`config.mk`:
```
export PLATFORM = sky130hd
export DESIGN_NAME = mm_input_port
export DESIGN_NICKNAME = d
export VERILOG_FILES = /design/src/rtl/mm_input_port_pkg.sv /design/src/rtl/input_debounce.sv /design/src/rtl/mm_input_port.sv
export SDC_FILE = /design/constraint.sdc
export NUM_CORES = 1
export LEC_CHECK = 0
export ABC_AREA = 0
export CORE_MARGIN = 4
export CORE_UTILIZATION = 40
export DETAILED_ROUTE_END_ITERATION = 10
export DONT_BUFFER_PORTS = 1
export PLACE_DENSITY_LB_ADDON = 0.08
export SYNTH_ARGS = -nofsm -noshare
export SYNTH_HDL_FRONTEND = slang
export SYNTH_SLANG_ARGS = --single-unit
```
`constraint.sdc`:
```
create_clock -name clock -period 6.1 [get_ports clock]
set_input_delay 0.61 -clock clock [delete_from_list [all_inputs] [get_ports clock]]
set_output_delay 0.61 -clock clock [all_outputs]
set_load 0.03 [all_outputs]
```
`src/rtl/mm_input_port_pkg.sv`:
```
// Shared definitions for the memory-mapped input port.
// Holds the address-map bases and register offsets.
package mm_input_port_pkg;

  localparam logic [3:0] IO_IN_BASE = 4'h2;
  localparam logic [3:0] LED_BASE   = 4'h1;

  typedef enum logic [1:0] {
    OFF_SW   = 2'd0,
    OFF_KEY  = 2'd1,
    OFF_EDGE = 2'd2,
    OFF_CNT  = 2'd3
  } io_off_e;

endpackage

```
`src/rtl/input_debounce.sv`:
```
// Two-flop synchroniser plus tick-sampled debounce for one input group.
// A bit reaches db only after matching across two consecutive ticks.
module input_debounce #(
  parameter int             W       = 1,
  parameter logic [W-1:0]   RST_VAL = '0
) (
  input  logic         clock,
  input  logic         reset,
  input  logic         tick,
  input  logic [W-1:0] raw,
  output logic [W-1:0] db
);

  logic [W-1:0] sync1_q, sync2_q;
  logic [W-1:0] samp_q, samp_d;
  logic [W-1:0] db_q, db_d;
  logic [W-1:0] stable;

  assign stable = ~(sync2_q ^ samp_q);

  always_comb begin
    samp_d = samp_q;
    db_d   = db_q;
    if (tick) begin
      samp_d = sync2_q;
      db_d   = (sync2_q & stable) | (db_q & ~stable);
    end
  end

  always_ff @(posedge clock) begin
    if (reset) begin
      sync1_q <= RST_VAL;
      sync2_q <= RST_VAL;
      samp_q  <= RST_VAL;
      db_q    <= RST_VAL;
    end else begin
      sync1_q <= raw;
      sync2_q <= sync1_q;
      samp_q  <= samp_d;
      db_q    <= db_d;
    end
  end

  assign db = db_q;

endmodule

```
`src/rtl/mm_input_port.sv`:
```
// Memory-mapped switch/key input port at 0x2000-0x2003.
// Debounced state, sticky press flags and a KEY[0] press counter.
module mm_input_port
  import mm_input_port_pkg::*;
#(
  parameter int DB_TICKS = 250000,
  parameter int SW_W     = 10,
  parameter int KEY_W    = 3
) (
  input  logic              clock,
  input  logic              reset,
  input  logic [15:0]       addr,
  input  logic              W,
  input  logic [15:0]       din,
  input  logic [SW_W-1:0]   sw_in,
  input  logic [KEY_W-1:0]  key_in,
  output logic [15:0]       dout,
  output logic              rd_sel
);

  localparam int TW = (DB_TICKS > 1) ? $clog2(DB_TICKS) : 1;

  logic [TW-1:0]    tick_q, tick_d;
  logic             tick;
  logic [SW_W-1:0]  sw_db;
  logic [KEY_W-1:0] key_db;
  logic [KEY_W-1:0] key_prev_q;
  logic [KEY_W-1:0] press;
  logic [KEY_W-1:0] clr;
  logic [KEY_W-1:0] edge_q, edge_d;
  logic [15:0]      cnt_q, cnt_d;
  logic [15:0]      rd_data;
  logic [15:0]      dout_q;
  logic             rd_sel_q;
  logic             sel;
  io_off_e          off;
  logic             wr_edge, wr_cnt;
  logic             unused_ok;

  assign unused_ok = ^{addr[11:2], din[15:KEY_W]};

  assign tick   = (tick_q == TW'(DB_TICKS - 1));
  assign tick_d = tick ? '0 : tick_q + 1'b1;

  input_debounce #(
    .W       (SW_W),
    .RST_VAL ('0)
  ) u_sw_db (
    .clock (clock),
    .reset (reset),
    .tick  (tick),
    .raw   (sw_in),
    .db    (sw_db)
  );

  input_debounce #(
    .W       (KEY_W),
    .RST_VAL ({KEY_W{1'b1}})
  ) u_key_db (
    .clock (clock),
    .reset (reset),
    .tick  (tick),
    .raw   (key_in),
    .db    (key_db)
  );

  assign sel     = (addr[15:12] == IO_IN_BASE);
  assign off     = io_off_e'(addr[1:0]);
  assign wr_edge = sel & W & (off == OFF_EDGE);
  assign wr_cnt  = sel & W & (off == OFF_CNT);

  // Keys are active-low: a press is a 1->0 fall of the debounced level.
  assign press = key_prev_q & ~key_db;
  assign clr   = wr_edge ? din[KEY_W-1:0] : '0;

  always_comb begin
    edge_d = (edge_q & ~clr) | press;
    cnt_d  = wr_cnt ? 16'h0000 : cnt_q;
    if (press[0])
      cnt_d = cnt_d + 16'h0001;
  end

  always_comb begin
    rd_data = 16'h0000;
    unique case (off)
      OFF_SW:   rd_data = {{(16-SW_W){1'b0}}, sw_db};
      OFF_KEY:  rd_data = {{(16-KEY_W){1'b0}}, key_db};
      OFF_EDGE: rd_data = {{(16-KEY_W){1'b0}}, edge_q};
      OFF_CNT:  rd_data = cnt_q;
    endcase
  end

  always_ff @(posedge clock) begin
    if (reset) begin
      tick_q     <= '0;
      key_prev_q <= '1;
      edge_q     <= '0;
      cnt_q      <= 16'h0000;
      dout_q     <= 16'h0000;
      rd_sel_q   <= 1'b0;
    end else begin
      tick_q     <= tick_d;
      key_prev_q <= key_db;
      edge_q     <= edge_d;
      cnt_q      <= cnt_d;
      dout_q     <= sel ? rd_data : 16'h0000;
      rd_sel_q   <= sel;
    end
  end

  assign dout   = dout_q;
  assign rd_sel = rd_sel_q;

endmodule

```
After elaboration in Yosys (flattened, before gate mapping)

Index checks and enable logic that the tools add are counted.

Latch bits: 0
Memory bits (writable): 0
Flip-flop bits (word level): 109
Output and inout port bits: 17
Memories kept: 0
Memory bits (read-only): 0

$lt $le $gt $ge: 0
Multipliers: 0
Shift operators: 0
Equality and inequality tests: 5
Bitwise operators: 21
Multiplexer cells: 4
Div/mod/pow operators: 0
Reductions and logical operators: 3
Add/subtract/negate cells: 2

Operator list:

| operator                | number |
|---|---|
| $pmux W16 S4            | 1 |
| $mux W16                | 2 |
| $and A10 B10 Y10        | 2 |
| $not A10 Y10            | 2 |
| $add A18 B1 Y18 const B | 1 |
| $eq A18 B18 Y1 const B  | 1 |
| $add A16 B1 Y16 const B | 1 |
| $and A3 B3 Y3           | 4 |
| $not A3 Y3              | 4 |
| $or A10 B10 Y10         | 1 |
| $xor A10 B10 Y10        | 1 |
| $or A3 B3 Y3            | 2 |
| $eq A2 B2 Y1 const B    | 2 |
| $eq A4 B2 Y1 const B    | 1 |
| $reduce_or A2 Y1        | 2 |
| $and A1 B1 Y1           | 3 |
| $mux W3                 | 1 |
| $xor A3 B3 Y3           | 1 |
| $eq A2 B1 Y1 const B    | 1 |
| $logic_not A2 Y1        | 1 |
| $not A1 Y1              | 1 |

Depth between registers and ports, before layout

Gate-level depths: netlist of the first run.

Depth after elaboration: 7
Mapped depth: 10
Gate-level depth less buffers: 8

Modules after synthesis

From an unflattened synthesis of the first run, not the netlist that was laid out.

Cells, all modules: 435
Area, all modules: 4301.6 um^2

By module, submodules not included:

| module                    | sequential area each (um^2) | area each (um^2) | cells each | times used |
|---|---|---|---|---|
| mm_input_port             | 1141.1                      | 2358.5           | 259        | 1 |
| input_debounce (u_sw_db)  | 800.8                       | 1525.2           | 138        | 1 |
| input_debounce (u_key_db) | 240.2                       | 417.9            | 38         | 1 |

Worst setup path after synthesis of the first run

OpenSTA, ideal clock, no wires.

Kind: input -> register
From: in addr[1]
To: reg cnt_q[10]
Setup slack: 3.428 ns
Data arrival time: 2.600 ns
Stages on the path: 10
Data required time: 6.028 ns
Buffers on the path: 2
Cell sequence: buf_2 and3_1 nand2_1 and2_1 ha_1 nand3b_4 or3_1 buf_2 or4_1 a21oi_1

Cells in the longest elaborated chain, start to end: 5

Ends and longest elaborated chain:

| item                   | RTL line             | RTL |
|---|---|---|
| start: declaration     | mm_input_port.sv:12  | `input logic [15:0] addr,` |
| $eq A2 B2 Y1 (*)       | mm_input_port.sv:70  | `assign wr_cnt = sel & W & (off == OFF_CNT);` |
| $and A1 B1 Y1 (*)      | mm_input_port.sv:70  |  |
| $mux W16 (*)           | mm_input_port.sv:78  | `cnt_d = wr_cnt ? 16'h0000 : cnt_q;` |
| $add A16 B1 Y16        | mm_input_port.sv:80  | `cnt_d = cnt_d + 16'h0001;` |
| $mux W16 (*)           | mm_input_port.sv:79  | `if (press[0])` |
| end signal: assignment | mm_input_port.sv:105 | `cnt_q <= cnt_d;` |
| end: declaration       | mm_input_port.sv:31  | `logic [15:0] cnt_q, cnt_d;` |

Mark *: on every way between the ends. The rest lies on a longest branch, timed or not.
A chain may end at the register's enable or synchronous reset.

Worst setup path in the final report of the first run

From: in addr[12]
To: reg cnt_q[14]

Cells in the longest elaborated chain, start to end: 6

Ends and longest elaborated chain:

| item                           | RTL line            | RTL |
|---|---|---|
| $eq A4 B2 Y1 (*)               | mm_input_port.sv:67 | `assign sel = (addr[15:12] == IO_IN_BASE);` |
| $and A1 B1 Y1 (*) (2 in a row) | mm_input_port.sv:70 |  |
| $mux W16 (*)                   | mm_input_port.sv:78 |  |
| $add A16 B1 Y16                | mm_input_port.sv:80 |  |
| $mux W16 (*)                   | mm_input_port.sv:79 |  |

Marks and branches as above.

==> results of run 1 <==
-- synth_stat cells (all sizes together) (3+ instances only) --
library cell and number:
clkbuf 14, or2 10, inv 12, nand2b 3, a22oi 7, mux2i 3, mux4 3, nor4 5
xnor2 18, or4 6, a21oi 29, nand4 18, nand3 24, nor4b 5, nand4b 3, buf 9
or3 4, and2 4, o21ai 37, dfxtp 109, a31oi 13, nor3 4, nor2b 20, o31ai 7
and3 12, nor2 47, nand2 12
-- layout make-up --
type                            count  area (µm²)
Clock buffer                       10       137.6
Clock inverter                      6       71.32
Fill cell                        1016        5767
Inverter                           12       45.04
Multi-Input combinational cell    306        1858
Sequential cell                   109        2182
Tap cell                          136       170.2
-- worst max-delay path: stages --
cell and delay (ns):
nor4b_2 0.63, nand2_1 0.35, and2_1 0.27, ha_1 0.22, nand3b_4 0.10, or3_1 0.27, or4_1 0.16, a21oi_1 0.06
-- cell families (layout without fill, tap and decap cells) --
logic type | count (synthesis) | after routing | synth area share
buf+inv | 35 | 28 | 0.03412
compound gates | 97 | 97 | 0.1320
flops | 109 | 109 | 0.5220
fa+ha+maj | 2 | 2 | 0.005985
mux | 6 | 6 | 0.02424
simple gates | 181 | 181 | 0.2397
xor+xnor | 20 | 20 | 0.04190
-- layer usage --
metal	vias to the layer above	wire length (µm)	global-route usage
li1	1576	-	-
met1	1503	4344	0.2162
met2	71	3601	0.2136
met3	7	390	0.04077
met4	0	74	0.04398
met5	-	0	0
-- power by group through the flow --
stage	logic (W)	registers, W	clock network (W)
finish	0.0000207	0.000726	0.000450
global route	0.0000241	0.000728	0.000498
CTS	0.0000211	0.000726	0.000469
detailed placement	0.0000211	0.000743	0
global placement	0.0000211	0.000743	0
floorplan	0.0000228	0.000742	0
-- per-stage QoR --
stage          instance area, µm²  total power (W)  utilization  worst slack [ns]
6_report                     4464         0.001197       0.4363             3.659
5_1_grt                      4464         0.001250       0.4363             3.469
4_1_cts                      4464         0.001217       0.4363             3.689
3_5_place_dp                 4255        0.0007639       0.4159             3.290
3_3_place_gp                 4255        0.0007637       0.4159             3.327
2_1_floorplan                4180        0.0007644            -             3.428
-- final timing paths --
| check | end | slack (ns) |
|---|---|---|
| min | cnt_q[8]$_SDFF_PP0_ | 0.31 |
| max | cnt_q[14]$_SDFF_PP0_ | 3.66 |
| max reg2reg | register | 3.71 |
| min reg2reg | u_key_db.sync2_q[0]$_SDFF_PP1_ | 0.42 |
==> flow_summary_export.csv, run 1 <==
group,metric,value,unit
floorplanning,fp.dieH,110.2,µm
flow_run,maxCapViolations,0,
global_route,grt_pass1_wl,14170,µm
yosys,synth.yosys.seq_area_share,0.5220,
sta,fin_crit_sh,0.4001,
global_route,grt_start_max_net_pins,66,
floorplanning,io_pins,65,
clocking,cts_hold_buf,0,
setup_path,worstPathRequired,6.33,ns
cells_and_area,fin_cells,579,
setup_path,critPathCaptureType,"register",
yosys,async_flop_share,0,
clocking,clk_latency,0.36,ns
setup_path,cp-start-kind,"input port",
pwr,ir_drop,0.1310,mV
clocking,cts_tree,"done",
route,remaining_drc_errors,0,
global_route,track_usage,0.1484,
global_route,antenna_found_initial,0,
place,dp.cells,563,
cells_and_area,final_common_cell,"dfxtp_1",
route,drt_iter0_drc,119,
yosys,yosys.area.top_type,"dfxtp_1",
yosys,netlist_area,4180,µm²
sta,drv_slew,0,
sta,rsz0062_at_grt,"no",
cells_and_area,nets,488,
sta,relSlewSlack,0.3423,
floorplanning,core_area,10230,µm²
setup_path,crit_path_start,"addr[12]",
clocking,clock_sinks,109,
floorplanning,row_count,37,
clocking,cts_buffers,9,
sta,period_needed,2.441,ns
cells_and_area,syn_to_final_growth,6.794,%
setup_path,r2r_start,"tick_q[5]$_SDFF_PP0_",
route,drtPass1Iterations,4,
clocking,root_buffer,"clkbuf_8",
sta,tns,0,ns
clocking,htree_num_levels,3,
route,viasPerCell,5.453,
route,vias,3157,
sta,worst_slew_pin_slew,0.9855,ns
yosys,synthFlopType,"dfxtp_1",
sta,setup_viol_count_final,0,
pwr,pwr-share-comb,0.017,
pwr,sw_frac_of_total,0.2184,
cells_and_area,final_cell_mix,"109 x dfxtp_1, 46 x nor2_1, 36 x o21ai_0",
clocking,post_cts_resized,0,
yosys,yosys-top-cells-area,"dfxtp_1 52%, o21ai_0 4.3%, nor2_1 4.2%, xnor2_1 3.8%, a21oi_1 3.5%",
yosys,synth_area_per_cell,9.289,µm²
yosys,synth_edf_count,0,
setup_path,worst_r2r_path_depth,4,
cells_and_area,antenna_cells,0,
setup_path,arrival,2.68,ns
pwr,power.internal,0.0009354,W
floorplanning,die_x,110.2,µm
min_path,hold_depth,1,
yosys,yosysWarnings,0,
setup_path,critPathKind,"input port to register",
sta,fmax,409.7,MHz
pwr,leakage,1.440,nW
pwr,pwr-share-seq,0.607,
pwr,net-switching-power,0.0002614,W
min_path,hold_class,"input port to register",
yosys,ys_ff_latch,109,
route,ant_nets,0,
pwr,power_density,268.1,nW/µm²
place,gp_congestion,0.8120,
setup_path,path_max_fanout,9,
yosys,synth_nets,500,
clocking,post_cts_buffers,0,
pwr,clkPwrFrac,0.376,
min_path,hold_path_startpoint,"reset",
cells_and_area,drive_above_1_share,0.07449,
route,wl_per_cell,14.53,µm
global_route,overflow,0,
route,wirelength,8411,µm
place,dp_hpwl,5559,µm
global_route,grt_pass1_vias,2849,
outcome,status,"completed",
floorplanning,start_util,0.4086,
sta,fin_skew,0.009755,ns
sta,hold_slack,0.3104,ns
yosys,synth_top_cell_area_share,0.5220,
clocking,clockBufferDepth,2,
yosys,syn_inst,450,
place,port-buffer-count,0,
yosys,synth_cell_types,39,
sta,hold_viol,0,
floorplanning,die_area,12150,µm²
clocking,path_clk_slew,0.10,ns
No activity file was read; power rests on OpenSTA's default activity.
==> run 2, diff against run 1 <==
==> constraint.sdc (replaced) <==
create_clock -name clock -period 2.5 [get_ports clock]
set_input_delay 0.25 -clock clock [delete_from_list [all_inputs] [get_ports clock]]
set_output_delay 0.25 -clock clock [all_outputs]
set_load 0.03 [all_outputs]
==> flow_summary_export.csv, run 2 (synthesis results as in run 1) <==
group,metric,value,unit
setup_path,crit_slowest_cell,"or3_1",
setup_path,arrival,2.38,ns
cells_and_area,final_common_cell,"dfxtp_1",
route,remaining_drc_errors,0,
min_path,hold_depth,1,
sta,fmax,480.0,MHz
cells_and_area,final_cell_mix,"109 x dfxtp_1, 47 x nor2_1, 36 x o21ai_0",
cells_and_area,drive_above_1_share,0.08734,
floorplanning,io_pins,65,
global_route,antenna_found_initial,0,
floorplanning,fp.dieH,110.2,µm
floorplanning,die_x,110.2,µm
sta,relSlewSlack,0.6840,
floorplanning,die_area,12150,µm²
pwr,leakage,1.518,nW
global_route,grt_start_max_net_pins,54,
floorplanning,row_count,37,
place,dp.cells,570,
global_route,overflow,0,
setup_path,cp-start-kind,"register",
route,ant_nets,0,
clocking,clk_latency,0.37,ns
setup_path,worstPathRequired,2.79,ns
outcome,status,"completed",
clocking,clock_sinks,109,
global_route,grt_pass1_vias,2884,
clocking,path_clk_slew,0.11,ns
cells_and_area,nets,503,
sta,rsz0062_at_grt,"no",
setup_path,slowest_delay,0.50,ns
sta,hold_slack,0.006785,ns
sta,setup_slack,0.4165,ns
sta,hold_viol,0,
sta,drv_slew,0,
setup_path,crit_chain,"and2_1 > ha_1 > nand3b_4 > or3_1 > or4_1 > a21oi_1",
pwr,ir_drop,0.2583,mV
route,wl_per_cell,14.47,µm
sta,fin_crit_sh,0.8334,
place,gp_congestion,0.7736,
clocking,clockBufferDepth,2,
global_route,grt_pass1_wl,14450,µm
global_route,track_usage,0.1506,
cells_and_area,syn_to_final_growth,10.39,%
sta,worst_slew_pin_slew,0.4674,ns
place,dp_hpwl,5573,µm
sta,period_needed,2.084,ns
floorplanning,start_util,0.4086,
setup_path,worst_r2r_path_depth,6,
clocking,cts_tree,"done",
setup_path,critPathCaptureType,"register",
setup_path,rrSetupSlack,0.42,ns
setup_path,path_max_fanout,8,
route,viasPerCell,5.281,
pwr,power,0.002994,W
min_path,hold_class,"input port to register",
clocking,cts_buffers,9,
route,vias,3137,
pwr,power_density,648.9,nW/µm²
place,port-buffer-count,0,
clocking,root_buffer,"clkbuf_8",
route,drt_iter0_drc,159,
route,wirelength,8595,µm
floorplanning,core_area,10230,µm²
place,place_ws,0.2880,ns
route,drtPass1Iterations,6,
sta,setup_viol_count_final,0,
clocking,htree_num_levels,3,
sta,fin_skew,0.01337,ns
clocking,post_cts_buffers,0,
cells_and_area,fin_cells,594,
setup_path,critPathKind,"register to register",
flow_run,maxCapViolations,0,
cells_and_area,antenna_cells,0,
sta,tns,0,ns
==> run 2: routing by layer <==
| layer | wire [µm] | track usage | vias up |
|---|---|---|---|
| met3 | 411 | 0.02970 | 9 |
| met1 | 4345 | 0.2204 | 1463 |
| met4 | 104 | 0.04485 | 0 |
| li1 | - | - | 1605 |
| met2 | 3733 | 0.2240 | 60 |
| met5 | 0 | 0 | - |
==> run 2: critical path, delay by kind of cell, from the launching register on <==
family                     cells  cell delay [ns]
AOI/OAI and AO/OA              1             0.15
adders and majority gates      1             0.19
DFF                            1             0.41
and+or+nand+nor                4             1.27
==> run 2: path summary, 6_finish.rpt <==
path / start / endpoint
worst min-delay path: sw_in[4] / u_sw_db.sync1_q[4]$_SDFF_PP0_
worst max-delay path: cnt_q[0]$_SDFF_PP0_ / cnt_q[14]$_SDFF_PP0_
worst max register to register: cnt_q[0]$_SDFF_PP0_ / cnt_q[14]$_SDFF_PP0_
worst min register to register: u_key_db.sync1_q[0]$_SDFF_PP1_ / u_key_db.sync2_q[0]$_SDFF_PP1_
==> run 2: what timing repair did <==
item                                   in CTS  in global routing
endpoints found under the hold margin      54                  1
hold buffers                                7                  1
setup endpoints to repair                   0                  0
gates resized for setup                     0                  0
==> run 2: stage by stage <==
stage / utilization / area, µm²
after floorplan: - / 4180
after global placement: 0.4208 / 4305
after detailed placement: 0.4208 / 4305
after CTS: 0.4500 / 4604
after global routing: 0.4510 / 4614
final: 0.4510 / 4614
==> run 2: power by group <==
group / internal (W) / switching, W / total [W] / leakage (nW)
Clock: 0.000511 / 0.000633 / 0.00114 / 0.110
Sequential: 0.00176 / 0.0000129 / 0.00177 / 0.885
Combinational: 0.0000353 / 0.0000431 / 0.0000784 / 0.523
==> run 2: final cells by class <==
| cell class | instances | area [µm²] |
|---|---|---|
| inverter | 12 | 45.04 |
| timing repair buffer | 15 | 142.6 |
| multi-input combinational | 306 | 1856 |
| tap | 136 | 170.2 |
| clock inverter | 6 | 81.33 |
| sequential | 109 | 2182 |
| clock buffer | 10 | 137.6 |
| fill | 1001 | 5617 |
